<file path="src/rtl/mc_cu_pkg.sv">
// Shared encodings for the multi-cycle MIPS control unit: states, opcodes, funcs,
// datapath mux codes and ALU ops, plus the ALU control and legality decode.
package mc_cu_pkg;

  typedef logic [4:0] alu_op_t;

  localparam logic [2:0] ST_FETCH  = 3'd0;
  localparam logic [2:0] ST_DECODE = 3'd1;
  localparam logic [2:0] ST_EXEC   = 3'd2;
  localparam logic [2:0] ST_MEM    = 3'd3;
  localparam logic [2:0] ST_WB     = 3'd4;
  localparam logic [2:0] ST_MULDIV = 3'd5;

  localparam logic [5:0] OP_RTYPE = 6'b000000;
  localparam logic [5:0] OP_J     = 6'b000010;
  localparam logic [5:0] OP_JAL   = 6'b000011;
  localparam logic [5:0] OP_BEQ   = 6'b000100;
  localparam logic [5:0] OP_BNE   = 6'b000101;
  localparam logic [5:0] OP_ADDI  = 6'b001000;
  localparam logic [5:0] OP_ADDIU = 6'b001001;
  localparam logic [5:0] OP_SLTI  = 6'b001010;
  localparam logic [5:0] OP_SLTIU = 6'b001011;
  localparam logic [5:0] OP_ANDI  = 6'b001100;
  localparam logic [5:0] OP_ORI   = 6'b001101;
  localparam logic [5:0] OP_XORI  = 6'b001110;
  localparam logic [5:0] OP_LUI   = 6'b001111;
  localparam logic [5:0] OP_LW    = 6'b100011;
  localparam logic [5:0] OP_SW    = 6'b101011;

  localparam logic [5:0] FN_SLL   = 6'b000000;
  localparam logic [5:0] FN_SRL   = 6'b000010;
  localparam logic [5:0] FN_SRA   = 6'b000011;
  localparam logic [5:0] FN_MFHI  = 6'b010000;
  localparam logic [5:0] FN_MFLO  = 6'b010010;
  localparam logic [5:0] FN_MULT  = 6'b011000;
  localparam logic [5:0] FN_MULTU = 6'b011001;
  localparam logic [5:0] FN_DIV   = 6'b011010;
  localparam logic [5:0] FN_DIVU  = 6'b011011;
  localparam logic [5:0] FN_ADD   = 6'b100000;
  localparam logic [5:0] FN_ADDU  = 6'b100001;
  localparam logic [5:0] FN_SUB   = 6'b100010;
  localparam logic [5:0] FN_SUBU  = 6'b100011;
  localparam logic [5:0] FN_AND   = 6'b100100;
  localparam logic [5:0] FN_OR    = 6'b100101;
  localparam logic [5:0] FN_XOR   = 6'b100110;
  localparam logic [5:0] FN_NOR   = 6'b100111;
  localparam logic [5:0] FN_SLT   = 6'b101010;
  localparam logic [5:0] FN_SLTU  = 6'b101011;

  localparam logic [1:0] PCSRC_ALU  = 2'd0;
  localparam logic [1:0] PCSRC_OUT  = 2'd1;
  localparam logic [1:0] PCSRC_JUMP = 2'd2;

  localparam logic [1:0] SRCB_RT   = 2'd0;
  localparam logic [1:0] SRCB_FOUR = 2'd1;
  localparam logic [1:0] SRCB_IMM  = 2'd2;
  localparam logic [1:0] SRCB_BOFF = 2'd3;

  localparam logic [1:0] DST_RT = 2'd0;
  localparam logic [1:0] DST_RD = 2'd1;
  localparam logic [1:0] DST_RA = 2'd2;

  localparam logic [1:0] M2R_ALU = 2'd0;
  localparam logic [1:0] M2R_MDR = 2'd1;
  localparam logic [1:0] M2R_PC  = 2'd2;

  localparam alu_op_t ALU_ADD  = 5'd0;
  localparam alu_op_t ALU_SUB  = 5'd1;
  localparam alu_op_t ALU_AND  = 5'd2;
  localparam alu_op_t ALU_OR   = 5'd3;
  localparam alu_op_t ALU_XOR  = 5'd4;
  localparam alu_op_t ALU_NOR  = 5'd5;
  localparam alu_op_t ALU_SLT  = 5'd6;
  localparam alu_op_t ALU_SLTU = 5'd7;
  localparam alu_op_t ALU_SLL  = 5'd8;
  localparam alu_op_t ALU_SRL  = 5'd9;
  localparam alu_op_t ALU_SRA  = 5'd10;
  localparam alu_op_t ALU_LUI  = 5'd11;
  localparam alu_op_t ALU_MUL  = 5'd12;
  localparam alu_op_t ALU_MULU = 5'd13;
  localparam alu_op_t ALU_DIV  = 5'd14;
  localparam alu_op_t ALU_DIVU = 5'd15;
  localparam alu_op_t ALU_MFHI = 5'd16;
  localparam alu_op_t ALU_MFLO = 5'd17;
  localparam alu_op_t ALU_ADDU = 5'd18;
  localparam alu_op_t ALU_SUBU = 5'd19;

  function automatic logic is_muldiv_fn(input logic [5:0] fn);
    return (fn == FN_MULT) || (fn == FN_MULTU) || (fn == FN_DIV) || (fn == FN_DIVU);
  endfunction

  function automatic alu_op_t alu_ctrl(input logic [5:0] op, input logic [5:0] fn);
    alu_op_t r;
    r = ALU_ADD;
    case (op)
      OP_RTYPE: begin
        case (fn)
          FN_ADD:   r = ALU_ADD;
          FN_ADDU:  r = ALU_ADDU;
          FN_SUB:   r = ALU_SUB;
          FN_SUBU:  r = ALU_SUBU;
          FN_AND:   r = ALU_AND;
          FN_OR:    r = ALU_OR;
          FN_XOR:   r = ALU_XOR;
          FN_NOR:   r = ALU_NOR;
          FN_SLT:   r = ALU_SLT;
          FN_SLTU:  r = ALU_SLTU;
          FN_SLL:   r = ALU_SLL;
          FN_SRL:   r = ALU_SRL;
          FN_SRA:   r = ALU_SRA;
          FN_MFHI:  r = ALU_MFHI;
          FN_MFLO:  r = ALU_MFLO;
          FN_MULT:  r = ALU_MUL;
          FN_MULTU: r = ALU_MULU;
          FN_DIV:   r = ALU_DIV;
          FN_DIVU:  r = ALU_DIVU;
          default:  r = ALU_ADD;
        endcase
      end
      OP_ADDI:  r = ALU_ADD;
      OP_ADDIU: r = ALU_ADDU;
      OP_SLTI:  r = ALU_SLT;
      OP_SLTIU: r = ALU_SLTU;
      OP_ANDI:  r = ALU_AND;
      OP_ORI:   r = ALU_OR;
      OP_XORI:  r = ALU_XOR;
      OP_LUI:   r = ALU_LUI;
      OP_BEQ, OP_BNE: r = ALU_SUB;
      default:  r = ALU_ADD;
    endcase
    return r;
  endfunction

  function automatic logic op_legal(input logic [5:0] op, input logic [5:0] fn,
                                    input logic muldiv_en);
    logic r;
    r = 1'b0;
    case (op)
      OP_RTYPE: begin
        case (fn)
          FN_ADD, FN_ADDU, FN_SUB, FN_SUBU, FN_AND, FN_OR, FN_XOR, FN_NOR,
          FN_SLT, FN_SLTU, FN_SLL, FN_SRL, FN_SRA, FN_MFHI, FN_MFLO: r = 1'b1;
          FN_MULT, FN_MULTU, FN_DIV, FN_DIVU: r = muldiv_en;
          default: r = 1'b0;
        endcase
      end
      OP_J, OP_JAL, OP_BEQ, OP_BNE, OP_ADDI, OP_ADDIU, OP_SLTI, OP_SLTIU,
      OP_ANDI, OP_ORI, OP_XORI, OP_LUI, OP_LW, OP_SW: r = 1'b1;
      default: r = 1'b0;
    endcase
    return r;
  endfunction

endpackage

</file>
<file path="src/rtl/mc_cu_muldiv_timer.sv">
// MULDIV stall timer: loads N-1 on entry (N picked by mul/div), counts down,
// flags done at zero so the last MULDIV cycle can fire HiLoWrite.
module mc_cu_muldiv_timer #(
  parameter int MUL_CYCLES = 4,
  parameter int DIV_CYCLES = 32
) (
  input  logic clk,
  input  logic reset_n,
  input  logic i_load,
  input  logic i_sel_div,
  input  logic i_dec,
  output logic o_done
);
  localparam int MAX_N = (MUL_CYCLES > DIV_CYCLES) ? MUL_CYCLES : DIV_CYCLES;
  localparam int CW    = $clog2(MAX_N) + 1;
  localparam logic [CW-1:0] MUL_LOAD = CW'(MUL_CYCLES - 1);
  localparam logic [CW-1:0] DIV_LOAD = CW'(DIV_CYCLES - 1);

  logic [CW-1:0] r_count;

  always_ff @(posedge clk) begin
    if (!reset_n) begin
      r_count <= '0;
    end else if (i_load) begin
      r_count <= i_sel_div ? DIV_LOAD : MUL_LOAD;
    end else if (i_dec && (r_count != '0)) begin
      r_count <= r_count - CW'(1);
    end
  end

  assign o_done = (r_count == '0);
endmodule

</file>
<file path="src/rtl/mc_cu.sv">
// Multi-cycle MIPS control unit: sequences FETCH/DECODE/EXEC/MEM/WB/MULDIV and
// drives the shared-datapath mux selects and write enables.
//
// state  | meaning
// FETCH  | read instruction at PC, PC+4 -> PC and IR on mem_ready
// DECODE | branch target -> ALUOut; jumps complete here
// EXEC   | ALU operation / address calc / branch resolution
// MEM    | data access at ALUOut, held until mem_ready
// WB     | register file write
// MULDIV | multi-cycle multiply/divide stall, HiLoWrite on last cycle
module mc_cu
  import mc_cu_pkg::*;
#(
  parameter int MUL_CYCLES    = 4,
  parameter int DIV_CYCLES    = 32,
  parameter bit ENABLE_MULDIV = 1'b1
) (
  input  logic       clk,
  input  logic       reset_n,
  input  logic [5:0] OPcode,
  input  logic [5:0] Func,
  input  logic       Zero,
  input  logic       mem_ready,
  output logic       PCWrite,
  output logic [1:0] PCSrc,
  output logic       IorD,
  output logic       MemRead,
  output logic       MemWrite,
  output logic       IRWrite,
  output logic       ALUSrc_A,
  output logic [1:0] ALUSrc_B,
  output logic [4:0] ALU_Control,
  output logic [1:0] RegDst,
  output logic [1:0] MemtoReg,
  output logic       RegWrite,
  output logic       HiLoWrite,
  output logic       busy,
  output logic       illegal
);
  logic [2:0] r_state;
  logic [2:0] w_next_state;
  logic       w_rtype, w_is_lw, w_is_sw, w_is_beq, w_is_bne, w_is_j, w_is_jal;
  logic       w_legal, w_muldiv, w_sel_div, w_tmr_load, w_tmr_done;

  assign w_rtype   = (OPcode == OP_RTYPE);
  assign w_is_lw   = (OPcode == OP_LW);
  assign w_is_sw   = (OPcode == OP_SW);
  assign w_is_beq  = (OPcode == OP_BEQ);
  assign w_is_bne  = (OPcode == OP_BNE);
  assign w_is_j    = (OPcode == OP_J);
  assign w_is_jal  = (OPcode == OP_JAL);
  assign w_legal   = op_legal(OPcode, Func, ENABLE_MULDIV);
  assign w_muldiv  = w_rtype && is_muldiv_fn(Func) && ENABLE_MULDIV;
  assign w_sel_div = (Func == FN_DIV) || (Func == FN_DIVU);

  assign w_tmr_load = (r_state == ST_DECODE) && w_legal && w_muldiv;

  mc_cu_muldiv_timer #(
    .MUL_CYCLES(MUL_CYCLES),
    .DIV_CYCLES(DIV_CYCLES)
  ) u_timer (
    .clk      (clk),
    .reset_n  (reset_n),
    .i_load   (w_tmr_load),
    .i_sel_div(w_sel_div),
    .i_dec    (r_state == ST_MULDIV),
    .o_done   (w_tmr_done)
  );

  always_comb begin
    w_next_state = ST_FETCH;
    case (r_state)
      ST_FETCH:  w_next_state = mem_ready ? ST_DECODE : ST_FETCH;
      ST_DECODE: begin
        if (!w_legal || w_is_j || w_is_jal) w_next_state = ST_FETCH;
        else if (w_muldiv)                  w_next_state = ST_MULDIV;
        else                                w_next_state = ST_EXEC;
      end
      ST_EXEC: begin
        if (w_is_beq || w_is_bne)     w_next_state = ST_FETCH;
        else if (w_is_lw || w_is_sw)  w_next_state = ST_MEM;
        else                          w_next_state = ST_WB;
      end
      ST_MEM: begin
        if (!mem_ready)   w_next_state = ST_MEM;
        else if (w_is_lw) w_next_state = ST_WB;
        else              w_next_state = ST_FETCH;
      end
      ST_WB:     w_next_state = ST_FETCH;
      ST_MULDIV: w_next_state = w_tmr_done ? ST_FETCH : ST_MULDIV;
      default:   w_next_state = ST_FETCH;
    endcase
  end

  always_ff @(posedge clk) begin
    if (!reset_n) r_state <= ST_FETCH;
    else          r_state <= w_next_state;
  end

  // Everything defaults low; while reset_n is low nothing is asserted at all.
  always_comb begin
    PCWrite     = 1'b0;
    PCSrc       = PCSRC_ALU;
    IorD        = 1'b0;
    MemRead     = 1'b0;
    MemWrite    = 1'b0;
    IRWrite     = 1'b0;
    ALUSrc_A    = 1'b0;
    ALUSrc_B    = SRCB_RT;
    ALU_Control = ALU_ADD;
    RegDst      = DST_RT;
    MemtoReg    = M2R_ALU;
    RegWrite    = 1'b0;
    HiLoWrite   = 1'b0;
    busy        = 1'b0;
    illegal     = 1'b0;
    if (reset_n) begin
      case (r_state)
        ST_FETCH: begin
          MemRead  = 1'b1;
          ALUSrc_B = SRCB_FOUR;
          IRWrite  = mem_ready;
          PCWrite  = mem_ready;
        end
        ST_DECODE: begin
          busy     = 1'b1;
          ALUSrc_B = SRCB_BOFF;
          if (!w_legal) begin
            illegal = 1'b1;
          end else if (w_is_j || w_is_jal) begin
            PCWrite = 1'b1;
            PCSrc   = PCSRC_JUMP;
            if (w_is_jal) begin
              RegWrite = 1'b1;
              RegDst   = DST_RA;
              MemtoReg = M2R_PC;
            end
          end
        end
        ST_EXEC: begin
          busy     = 1'b1;
          ALUSrc_A = 1'b1;
          ALUSrc_B = (w_rtype || w_is_beq || w_is_bne) ? SRCB_RT : SRCB_IMM;
          ALU_Control = alu_ctrl(OPcode, Func);
          if (w_is_beq || w_is_bne) begin
            ALU_Control = ALU_SUB;
            PCSrc       = PCSRC_OUT;
            PCWrite     = w_is_beq ? Zero : ~Zero;
          end
        end
        ST_MEM: begin
          busy     = 1'b1;
          IorD     = 1'b1;
          MemRead  = w_is_lw;
          MemWrite = w_is_sw;
        end
        ST_WB: begin
          busy     = 1'b1;
          RegWrite = 1'b1;
          RegDst   = w_rtype ? DST_RD : DST_RT;
          MemtoReg = w_is_lw ? M2R_MDR : M2R_ALU;
        end
        ST_MULDIV: begin
          busy        = 1'b1;
          ALUSrc_A    = 1'b1;
          ALU_Control = alu_ctrl(OPcode, Func);
          HiLoWrite   = w_tmr_done;
        end
        default: ;
      endcase
    end
  end
endmodule

</file>
<file path="config.mk">
export PLATFORM = sky130hd
export DESIGN_NAME = mc_cu
export DESIGN_NICKNAME = d
export VERILOG_FILES = /design/src/rtl/mc_cu_pkg.sv /design/src/rtl/mc_cu_muldiv_timer.sv /design/src/rtl/mc_cu.sv
export SDC_FILE = /design/constraint.sdc
export NUM_CORES = 1
export LEC_CHECK = 0
export BUFFER_PORTS_ARGS = -buffer_cell sky130_fd_sc_hd__buf_2
export CAP_MARGIN = 20
export CORE_MARGIN = 2
export CORE_UTILIZATION = 51
export CTS_CLUSTER_SIZE = 40
export DETAILED_ROUTE_END_ITERATION = 16
export GPL_ROUTABILITY_DRIVEN = 0
export PLACE_DENSITY = 0.87
export SLEW_MARGIN = 20
export SYNTH_ARGS = -nofsm -noshare
export SYNTH_HDL_FRONTEND = slang
export SYNTH_SLANG_ARGS = --single-unit
</file>
<file path="constraint.sdc">
create_clock -name clk -period 2.4 [get_ports clk]
set_input_delay 0.48 -clock clk [delete_from_list [all_inputs] [get_ports clk]]
set_output_delay 0.48 -clock clk [all_outputs]
set_load 0.05 [all_outputs]
</file>
==> results of run 1 <==
## critical path: cells and delay by family
family	cells	cell delay, ns
AO/OA/AOI/OAI	2	0.36
buffers and inverters	2	0.32
AND/OR/NAND/NOR	3	0.71
## Yosys cell counts, drive strengths merged (2+ instances only)
| master | count |
|---|---|
| a211oi | 2 |
| a21boi | 2 |
| a21oi | 17 |
| a31oi | 4 |
| and2 | 3 |
| and3 | 4 |
| buf | 5 |
| clkbuf | 6 |
| dfxtp | 9 |
| ha | 2 |
| inv | 6 |
| mux2i | 4 |
| nand2 | 13 |
| nand2b | 10 |
| nand3 | 4 |
| nand4 | 2 |
| nor2 | 26 |
| nor2b | 5 |
| nor3 | 8 |
| nor3b | 3 |
| nor4 | 5 |
| o21ai | 8 |
| o32ai | 2 |
| or2 | 4 |
| or3 | 6 |
| xnor2 | 3 |
| xor2 | 2 |
## metal layers
layer	part of all wire	global-route usage	wire (um)
met1	0.44	0.360	1550
met2	0.49	0.481	1740
met3	0.072	0.0514	256
met4	0.0042	0.0256	15
met5	0	0	0
## final timing paths
check | start | to | slack [ns]
min | u_timer.r_count[1] | u_timer.r_count[1] | 0.56
max | OPcode[3] | ALU_Control[3] | 0.03
max reg2reg | r_state[0] | u_timer.r_count[5] | 0.78
min reg2reg | u_timer.r_count[1] | u_timer.r_count[1] | 0.56
## cell type report
| type | instances | share of cell area |
|---|---|---|
| multi-input combinational | 152 | 0.623 |
| timing repair buffer | 58 | 0.219 |
| sequential | 9 | 0.108 |
| tap | 28 | 0.0208 |
| clock buffer | 4 | 0.0156 |
| inverter | 6 | 0.0134 |
## timing repair
action | in CTS | in global routing
setup endpoints to repair | 5 | 10
resized for setup | 4 | 17
cloned | 0 | 0
pin swaps | 0 | 0
## where the power goes
part	switching [mW]	internal (mW)	total (mW)	leakage, nW
Clock	0.0536	0.0640	0.118	0.0150
Sequential	0.00334	0.151	0.154	0.0732
Combinational	0.111	0.0641	0.175	0.611
## per-stage QoR
stage               instances   util  setup slack (ns)  setup TNS, ns
global route              257  0.760           -0.0185        -0.0203
detailed placement        253  0.715           -0.0965         -0.345
global placement          253  0.715           -0.0655         -0.201
floorplan                 178      -            -0.185         -0.401
finish                    257  0.760            0.0346              0
CTS                       257  0.734          0.000643              0
## logic make-up after synthesis
group,after synthesis,share of synthesized area
buffers and inverters,17,0.0655
xor gates and xnor gates,5,0.0370
and+or+nand+nor,94,0.428
muxes,4,0.0338
adders and majority gates,2,0.0211
DFF,9,0.152
AOI/OAI and AO/OA,47,0.262
## sequential cells by signal, indices dropped and copies added, names as in the netlist
register         flops
r_state              3
u_timer.r_count      6
==> reports/metrics.sh, run 1 <==
MOSTFREQUENTLAYOUTCELL='sky130_fd_sc_hd__buf_2'
N_FILL_CELL=174
N_ANTENNA_CELL=0
RSZ0062_AT_GRT='true'
TIMING.FINAL.CRIT_SHARE=0.986
REGISTER_AREA_UM2=181
DETAILED_PLACE.AREA_UM2=1580
FINALCRITICALPERIOD_NS=2.37
LAYOUT-AREA-OVERHEAD-VS-SYNTH_PCT=42.1
ANTENNA_FOUND_INITIAL=0
CPPEAKSTAGEDELAY_NS=0.40
CHIPHEIGHT_UM=52.2
LAYOUT_COMMON_CELLS='sky130_fd_sc_hd__buf_2, sky130_fd_sc_hd__buf_4, sky130_fd_sc_hd__nor2_1, sky130_fd_sc_hd__a21oi_1, sky130_fd_sc_hd__nand2_1'
YOSYSWARNINGS=0
FMAX_MHz=423
VDD_DROP_MAX_mV=0.246
DP_HPWL_MM=2.75
SYNTH.DISTINCT_CELLS=51
LEAKAGE_POWER_nW=0.699
WORSTSETUPSTARTPOINTTYPE='primary input'
HTREEDEPTH=1
GRT_MAX_DEGREE=16
CHIPWIDTH_UM=52.2
GR-TOTAL-OVERFLOW=0
PLACEMENT.IO_BUFFERS=38
GRT_PASS1_WL_MM=5.71
WIRELENGTH_MM=3.56
P_TOTAL_uW=447
YOSYS_REGISTER_BITS=9
WL_PER_CELL_UM=13.8
ANTENNA_VIOLATING_NETS_POST_ROUTE=0
POST_LAYOUT_NET_COUNT=248
VIA_COUNT=1501
WORST_HOLD_PATH_DEPTH=2
CTS_MAX_PATH_BUFFERS=2
RUN_STATUS='finished, final reports clean'
SYN_AREA_PER_CELL_UM2=6.65
FIN_SKEW_NS=0.00988
CORE_AREA_UM2=2210
PWR_DENSITY_CELL_nW_PER_UM2=266
YOSYSTOPAREACELL='sky130_fd_sc_hd__dfxtp_1'
TIMING.MAX_CAP.VIOLATIONS=0
ROWS=17
VIAS_PER_CELL=5.84
DRT_DRC_VIOLATIONS_LEFT=0
WORST-SETUP-PATH-TYPE='primary input to output pin'
NUMCTSBUFFERS=3
SETUP_VIOL=0
WORST_SETUP_HOLD_PATH_CLK_SLEW_NS=0.07
MAX_SLEW.WORST_PIN.SLEW_NS=0.398
SYNTH.TOP_CELLS.BY_AREA='sky130_fd_sc_hd__dfxtp_1, sky130_fd_sc_hd__nor2_1, sky130_fd_sc_hd__a21oi_1'
FLOORPLAN.INITIALDENSITY=0.535
CP_DATA_REQUIRED_TIME_NS=1.92
REPORT.FINAL.HOLD_VIOL_COUNT=0
FINALHOLDWORSTSLACK_NS=0.560
CP_COMMON_CELL='sky130_fd_sc_hd__buf_2'
FIN_AREA_UM2=1680
SYNTH-SEQ-AREA-SHARE=0.152
CLOCK_SINK_COUNT=9
CRIT_SLOWEST_CELL='sky130_fd_sc_hd__or3_4'
DRIVE_GT1_FRAC=0.402
NUM_IO_PINS=39
CRIT_FANOUT=4
DIEAREA_UM2=2720
FIRST_GLOBAL_VIAS=1306
CLOCK_LATENCY_NS=0.26
PATH_CELLS='buf_2 > or3_4 > or2_1 > a31o_1 > o2111ai_4 > nor2_2 > buf_2'
TIMING.CRITICAL_PATH.TO_TYPE='output pin'
SYNTH_TOP_CELL_AREA_SHARE=0.152
POSTSYNTHNETCOUNT=196
FF2FF_PATH_DEPTH=6
POST_CTS.REPAIR.SETUP_BUFFERS=0
CRIT_ARRIVAL_NS=1.89
MAX_SLEW_MARGIN=0.733
DETAILED_ROUTER_S_FIRST_ITERATION_VIOLATION_COUNT=63
MULTIINPUTGATEAREA_UM2=1050
POST_SYNTH_EDFFS=0
FINALMAXSLEWVIOLATIONS=0
SYN-INSTANCE-COUNT=178
MAPPEDNETLISTAREA_UM2=1180
YS_DOMINANT_REG_CELL='sky130_fd_sc_hd__dfxtp_1'
DETAIL_ROUTE.FIRST_PASS.ITERATIONS=4
SYNTHARSTFLOPSHARE=0
GRT_UTIL_ALL_LAYERS=0.274
POSTCTSHOLDBUFS=0
CTS-ROOT-BUF='sky130_fd_sc_hd__clkbuf_4'
MIN-DELAY-PATH-CLASS='flop to flop'
TRITONCTS_CLOCK_TREE='done'
Note: power is estimated with default switching activity, not from simulation.
==> run 2, diff against run 1 <==
--- a/config.mk
+++ b/config.mk
@@ -7,6 +7,7 @@
 export LEC_CHECK = 0
 export BUFFER_PORTS_ARGS = -buffer_cell sky130_fd_sc_hd__buf_2
 export CAP_MARGIN = 20
+export CORE_ASPECT_RATIO = 1.4
 export CORE_MARGIN = 2
 export CORE_UTILIZATION = 51
 export CTS_CLUSTER_SIZE = 40
==> reports/metrics.sh, run 2 (same netlist as run 1, synthesis figures left out) <==
GR-TOTAL-OVERFLOW=0  # unchanged
CTS_MAX_PATH_BUFFERS=2  # unchanged
LAYOUT_COMMON_CELLS='sky130_fd_sc_hd__buf_2, sky130_fd_sc_hd__buf_4, sky130_fd_sc_hd__nor2_1, sky130_fd_sc_hd__a21oi_1, sky130_fd_sc_hd__nand2_1'
PLACEMENT.IO_BUFFERS=38  # unchanged
ROWS=20  # +3
DP_HPWL_MM=2.96  # +7.6%
CRITICAL_PATH.N_BUFFERS_INVERTERS=2  # unchanged
CORE_AREA_UM2=2180  # -1.6%
DETAILED_ROUTER_S_FIRST_ITERATION_VIOLATION_COUNT=33  # -48%
CLOCK_SINK_COUNT=9  # unchanged
VIA_COUNT=1573  # +4.8%
LEAKAGE_POWER_nW=0.702  # +0.52%
WORST-SETUP-PATH-TYPE='primary input to output pin'
TRITONCTS_CLOCK_TREE='done'
WORST_SETUP_HOLD_PATH_CLK_SLEW_NS=0.06  # about the same
TIMING.CRITICAL_PATH.TO_TYPE='output pin'
VDD_DROP_MAX_mV=0.149  # -39%
PATH_DELAY_FAMILY='simple AND/OR/NAND/NOR gates'
FINALCRITICALPERIOD_NS=2.39  # +0.0257 ns
CLK_PWR_SHARE=0.251  # -0.012
CRIT_FANOUT=5  # +1
DPL.CELL_COUNT=247  # -2.4%
WL_PER_CELL_UM=15.8  # +14%
CPPEAKSTAGEDELAY_NS=0.41  # about the same
GRT_UTIL_ALL_LAYERS=0.291  # +0.0174
NUMCTSBUFFERS=3  # unchanged
FIRST_GLOBAL_VIAS=1435  # +9.9%
LAYOUT-AREA-OVERHEAD-VS-SYNTH_PCT=42.8
FINAL_CELLS=251  # -2.3%
ANTENNA_FOUND_INITIAL=0  # unchanged
CRIT_SLOWEST_CELL='sky130_fd_sc_hd__or3_4'
CTS-ROOT-BUF='sky130_fd_sc_hd__clkbuf_4'
TIMING.FINAL.CRIT_SHARE=0.996  # +0.0107
REPORT.FINAL.HOLD_VIOL_COUNT=0  # unchanged
WIRELENGTH_MM=3.96  # +11%
REG.LARGEST.LIST='u_timer.r_count x6, r_state x3'
FLOORPLAN.INITIALDENSITY=0.544  # +0.00861
FINALMAXSLEWVIOLATIONS=0  # unchanged
LARGEST_REGISTER_FF_COUNT=6  # unchanged
TOTAL_SWITCHING_POWER_uW=167  # -0.47%
HTREEDEPTH=1  # unchanged
INTERNAL_POWER_uW=279  # about the same
POST_LAYOUT_NET_COUNT=248  # unchanged
MAX_SLEW.WORST_PIN.SLEW_NS=0.402  # +0.00443 ns
PATH_CELLS='buf_2 > or3_4 > or2_4 > a31o_1 > o2111ai_4 > nor2_1 > buf_6'
CRIT_ARRIVAL_NS=1.91  # +0.02 ns
SWITCHING_SHARE=0.375  # -0.00123
POWER_FRAC_SEQ=0.345  # about the same
FIN_SKEW_NS=0.00310  # -0.00679 ns
MULTIINPUTGATEAREA_UM2=1050  # +0.48%
CORE_OCCUPANCY_IN_THE_FINISHED_LAYOUT=0.776  # +0.0163
GRT_PASS1_WL_MM=5.96  # +4.5%
N_FILL_CELL=152  # -13%
TIMING.MAX_CAP.VIOLATIONS=0  # unchanged
MAX_SLEW_MARGIN=0.730  # -0.00338
N_ANTENNA_CELL=0  # unchanged
MOSTFREQUENTLAYOUTCELL='sky130_fd_sc_hd__buf_2'
CP_DATA_REQUIRED_TIME_NS=1.92  # about the same
CHIPHEIGHT_UM=61  # +17%
DIEAREA_UM2=2730  # +0.20%
ANTENNA_VIOLATING_NETS_POST_ROUTE=0  # unchanged
P_COMB_FRAC=0.404  # +0.012
NUM_IO_PINS=39  # unchanged
PWR_DENSITY_CELL_nW_PER_UM2=264  # -0.66%
DETAIL_ROUTE.FIRST_PASS.ITERATIONS=4  # unchanged
DRIVE_GT1_FRAC=0.406  # +0.00437
MAX_FLOP_REGISTER='u_timer.r_count'
DRT_DRC_VIOLATIONS_LEFT=0  # unchanged
CHIPWIDTH_UM=44.7  # -14%
DETAILEDPLACE.WORSTSLACK_NS=-0.106  # -0.00978 ns
REGISTER_AREA_UM2=181  # unchanged
CLOCK_LATENCY_NS=0.25  # about the same
POSTCTSHOLDBUFS=0  # unchanged
MIN-DELAY-PATH-CLASS='primary input to flop'
WORSTSETUPSTARTPOINTTYPE='primary input'
POST_CTS.REPAIR.SETUP_BUFFERS=0  # unchanged
FINAL.SETUP.WORST_SLACK_NS=0.00885  # -0.0257 ns
RUN_STATUS='finished, final reports clean'
FMAX_MHz=418  # -1.1%
VIAS_PER_CELL=6.27  # +7.3%
GRT_MAX_DEGREE=16  # unchanged
SETUP_VIOL=0  # unchanged
-- run 2: layout make-up --
| type | instances | area share |
|---|---|---|
| Tap cell | 22 | 0.0163 |
| Sequential cell | 9 | 0.107 |
| Clock buffer | 4 | 0.0155 |
| Timing Repair Buffer | 58 | 0.225 |
| Inverter | 6 | 0.0133 |
| Multi-Input combinational cell | 152 | 0.623 |
-- run 2: worst paths after layout --
kind | slack (ns) | depth (start not counted) | to | from
setup / recovery | 0.009 | 7 | ALU_Control[4] | OPcode[3]
hold / removal | 0.55 | 3 | u_timer.r_count[4] | reset_n
setup reg to reg | 0.73 | 6 | u_timer.r_count[5] | r_state[2]
hold reg to reg | 0.57 | 2 | u_timer.r_count[1] | u_timer.r_count[1]
-- run 2: per-stage QoR --
step | setup TNS, ns | hold WS (ns) | cell area (um2) | power [mW]
6_report | 0 | 0.548 | 1690 | 0.447
5_1_grt | -0.138 | 0.564 | 1690 | 0.476
3_3_place_gp | -0.219 | 0.525 | 1580 | 0.318
2_1_floorplan | -0.401 | 0.506 | 1260 | 0.264
4_1_cts | 0 | 0.548 | 1630 | 0.441
3_5_place_dp | -0.443 | 0.555 | 1580 | 0.324
-- run 2: repair_timing --
item / in CTS / in global routing
gates resized for setup: 7 / 20
endpoints found under the setup margin: 5 / 11
pin swaps: 1 / 0
hold endpoints to repair: 0 / 0
-- run 2: per-layer routing --
| layer | share of wire | GRT usage | vias to the layer above |
|---|---|---|---|
| met5 | 0 | 0 | - |
| met4 | 0.057 | 0.182 | 0 |
| met3 | 0.039 | 0.0298 | 24 |
| met2 | 0.53 | 0.534 | 64 |
| met1 | 0.37 | 0.309 | 740 |
| li1 | - | - | 745 |
-- run 2: power by group through the flow --
| stage | clock (mW) | sequential [mW] | combinational [mW] |
|---|---|---|---|
| after CTS | 0.117 | 0.154 | 0.170 |
| final | 0.112 | 0.154 | 0.180 |
| after global placement | 0 | 0.157 | 0.161 |
| after floorplan | 0 | 0.156 | 0.108 |
| after global routing | 0.128 | 0.154 | 0.194 |
| after detailed placement | 0 | 0.157 | 0.166 |
-- run 2: worst register-to-register path, delay by kind of cell, from the launching register on --
family                    cells  cell delay, ns
buffers and inverters         1            0.15
DFF                           1            0.44
and+or+nand+nor               3            0.74
AOI/OAI and AO/OA             1            0.12
xor gates and xnor gates      1            0.12
==> run 3, diff against run 2 <==
--- a/config.mk
+++ b/config.mk
@@ -5,16 +5,17 @@
 export SDC_FILE = /design/constraint.sdc
 export NUM_CORES = 1
 export LEC_CHECK = 0
-export BUFFER_PORTS_ARGS = -buffer_cell sky130_fd_sc_hd__buf_2
 export CAP_MARGIN = 20
 export CORE_ASPECT_RATIO = 1.4
 export CORE_MARGIN = 2
-export CORE_UTILIZATION = 51
+export CORE_UTILIZATION = 63
 export CTS_CLUSTER_SIZE = 40
 export DETAILED_ROUTE_END_ITERATION = 16
+export DONT_BUFFER_PORTS = 1
 export GPL_ROUTABILITY_DRIVEN = 0
-export PLACE_DENSITY = 0.87
+export PLACE_DENSITY_LB_ADDON = 0.05
 export SLEW_MARGIN = 20
 export SYNTH_ARGS = -nofsm -noshare
 export SYNTH_HDL_FRONTEND = slang
 export SYNTH_SLANG_ARGS = --single-unit
+export TNS_END_PERCENT = 100
==> reports/metrics.sh, run 3 (same netlist as run 1, synthesis figures left out) <==
WORST_HOLD_PATH_DEPTH=2  # -1
POST_LAYOUT_NET_COUNT=217  # -13%
HTREEDEPTH=1  # unchanged
N_ANTENNA_CELL=0  # unchanged
GRT_MAX_DEGREE=13  # -3
CORE_AREA_UM2=1760  # -19%
REG.LARGEST.LIST='u_timer.r_count x6, r_state x3'
TIMING.MAX_CAP.VIOLATIONS=0  # unchanged
DP_HPWL_MM=2.93  # -0.95%
NUMCTSBUFFERS=3  # unchanged
RUN_STATUS='finished, final reports clean'
R2R-START='r_state[0]'
CRIT_FANOUT=10  # +5
RSZ0062_AT_GRT='true'
WIRELENGTH_MM=3.90  # -1.6%
MULTIINPUTGATEAREA_UM2=1030  # -2.1%
GR-TOTAL-OVERFLOW=0  # unchanged
CRIT-REG2REG-CAPTURE='u_timer.r_count[3]'
FIN_SKEW_NS=0.00160  # -0.00150 ns
WORSTSETUPSTARTPOINTTYPE='primary input'
FIN_AREA_UM2=1560  # -7.6%
DETAILED_ROUTER_S_FIRST_ITERATION_VIOLATION_COUNT=122  # +270%
FLOORPLAN.INITIALDENSITY=0.674  # +0.130
FINALCRITICALPERIOD_NS=2.36  # -0.0282 ns
MAX_SLEW.WORST_PIN.SLEW_NS=0.534  # +0.132 ns
CRIT_ARRIVAL_NS=1.88  # -0.03 ns
HOLDCRITSTARTPOINT='reset_n'
ANTENNA_FOUND_INITIAL=0  # unchanged
CP_DATA_REQUIRED_TIME_NS=1.92  # about the same
MIN-DELAY-PATH-CLASS='primary input to flop'
FIRST_GLOBAL_VIAS=1423  # -0.84%
CRIT_PATH_START='OPcode[3]'
HOLD-PATH-ENDPOINT='r_state[0]'
CLOCK_LATENCY_NS=0.26  # about the same
VIAS_PER_CELL=6.95  # +11%
MAX_FLOP_REGISTER='u_timer.r_count'
PLACEMENT.IO_BUFFERS=0  # -100%
REGISTER_AREA_UM2=180  # -0.69%
FMAX_MHz=423  # +1.2%
PWR_DENSITY_CELL_nW_PER_UM2=257  # -2.6%
LAYOUT-AREA-OVERHEAD-VS-SYNTH_PCT=31.9
WORST-SETUP-PATH-TYPE='primary input to output pin'
LEAKAGE_POWER_nW=0.575  # -18%
FF2FF_PATH_DEPTH=6  # unchanged
NUM_IO_PINS=39  # unchanged
POST_ROUTE_SETUP_TNS_NS=0  # unchanged
GRT_PASS1_WL_MM=5.73  # -3.8%
TIMING.CRITICAL_PATH.TO_TYPE='output pin'
CLOCK_SINK_COUNT=9  # unchanged
TIMING.FINAL.CRIT_SHARE=0.985  # -0.0117
P_TOTAL_uW=402  # -10%
CTS_MAX_PATH_BUFFERS=2  # unchanged
MAX_SLEW_MARGIN=0.635  # -0.0945
CHIPHEIGHT_UM=55.3  # -9.4%
FINAL_CELLS=218  # -13%
WORST_SETUP_HOLD_PATH_CLK_SLEW_NS=0.06  # about the same
CHIPWIDTH_UM=40.6  # -9.1%
LAYOUT_COMMON_CELLS='sky130_fd_sc_hd__nor2_1, sky130_fd_sc_hd__buf_4, sky130_fd_sc_hd__a21oi_1, sky130_fd_sc_hd__nand2_1, sky130_fd_sc_hd__nand2b_1'
DRIVE_GT1_FRAC=0.278  # -0.128
CTS-ROOT-BUF='sky130_fd_sc_hd__clkbuf_4'
DIEAREA_UM2=2250  # -18%
VDD_DROP_MAX_mV=0.333  # +120%
SETUP_VIOL=0  # unchanged
REPORT.FINAL.HOLD_VIOL_COUNT=0  # unchanged
N_FILL_CELL=93  # -39%
ROWS=18  # -10%
LARGEST_REGISTER_FF_COUNT=6  # unchanged
FINALMAXSLEWVIOLATIONS=0  # unchanged
WL_PER_CELL_UM=17.9  # +13%
CORE_OCCUPANCY_IN_THE_FINISHED_LAYOUT=0.889  # +0.112
TRITONCTS_CLOCK_TREE='done'
DETAIL_ROUTE.FIRST_PASS.ITERATIONS=4  # unchanged
DPL.CELL_COUNT=214  # -13%
GRT_UTIL_ALL_LAYERS=0.345  # +0.0541
DRT_DRC_VIOLATIONS_LEFT=0  # unchanged
VIA_COUNT=1516  # -3.6%
DETAILED_PLACE.AREA_UM2=1510  # -4.1%
ANTENNA_VIOLATING_NETS_POST_ROUTE=0  # unchanged
TIMING.REG2REG.SETUP_SLACK_NS=0.72  # about the same
[run 3: changes by cell type in the layout (fill, tap and decap cells not counted), sizes merged]
| cell | delta |
|---|---|
| buf | -27 |
| clkbuf | -4 |
[run 3: layer usage]
| metal | global-route usage | share of wire | wire length (um) |
|---|---|---|---|
| met5 | 0 | 0 | 0 |
| met2 | 0.571 | 0.51 | 1980 |
| met1 | 0.390 | 0.35 | 1350 |
| met3 | 0.0763 | 0.085 | 332 |
| met4 | 0.157 | 0.062 | 242 |
[run 3: final cells by class]
cell class,instances,share of cell area
sequential,9,0.115
inverter,6,0.0144
multi-input combinational,152,0.659
tap,20,0.0160
timing repair buffer,27,0.178
clock buffer,4,0.0168
[run 3: through the flow]
stage / hold WS (ns) / setup slack, ns
global placement: 0.536 / 0.0491
finish: 0.366 / 0.0370
global route: 0.363 / -0.0280
floorplan: 0.506 / -0.185
CTS: 0.364 / 0.0845
detailed placement: 0.557 / -0.00467
[run 3: repair_timing]
item	in CTS	in global routing
hold buffers	0	0
buffers inserted	0	0
setup endpoints to repair	1	2
hold endpoints to repair	0	0
resized for setup	1	2
[run 3: report_power, final]
group / switching [mW] / internal, mW / leakage, nW
Sequential: 0.00266 / 0.151 / 0.0727
Clock: 0.0503 / 0.0639 / 0.0150
Combinational: 0.0847 / 0.0494 / 0.487
[run 3: how the worst max path moves through the flow]
stage,endpoint,slack (ns),cells past startpoint
floorplan,RegDst[1],-0.19,5
global placement,ALU_Control[4],0.05,6
detailed placement,ALU_Control[4],-0.005,6
CTS,ALU_Control[4],0.08,6
global route,PCWrite,-0.03,5
finish,ALU_Control[4],0.04,6
[run 3: critical path: stages]
cell and delay, ns:
sky130_fd_sc_hd__or3_1 0.45, sky130_fd_sc_hd__or2_1 0.28, sky130_fd_sc_hd__a31o_1 0.25, sky130_fd_sc_hd__o2111ai_4 0.14
sky130_fd_sc_hd__nor2_1 0.09, sky130_fd_sc_hd__buf_4 0.19
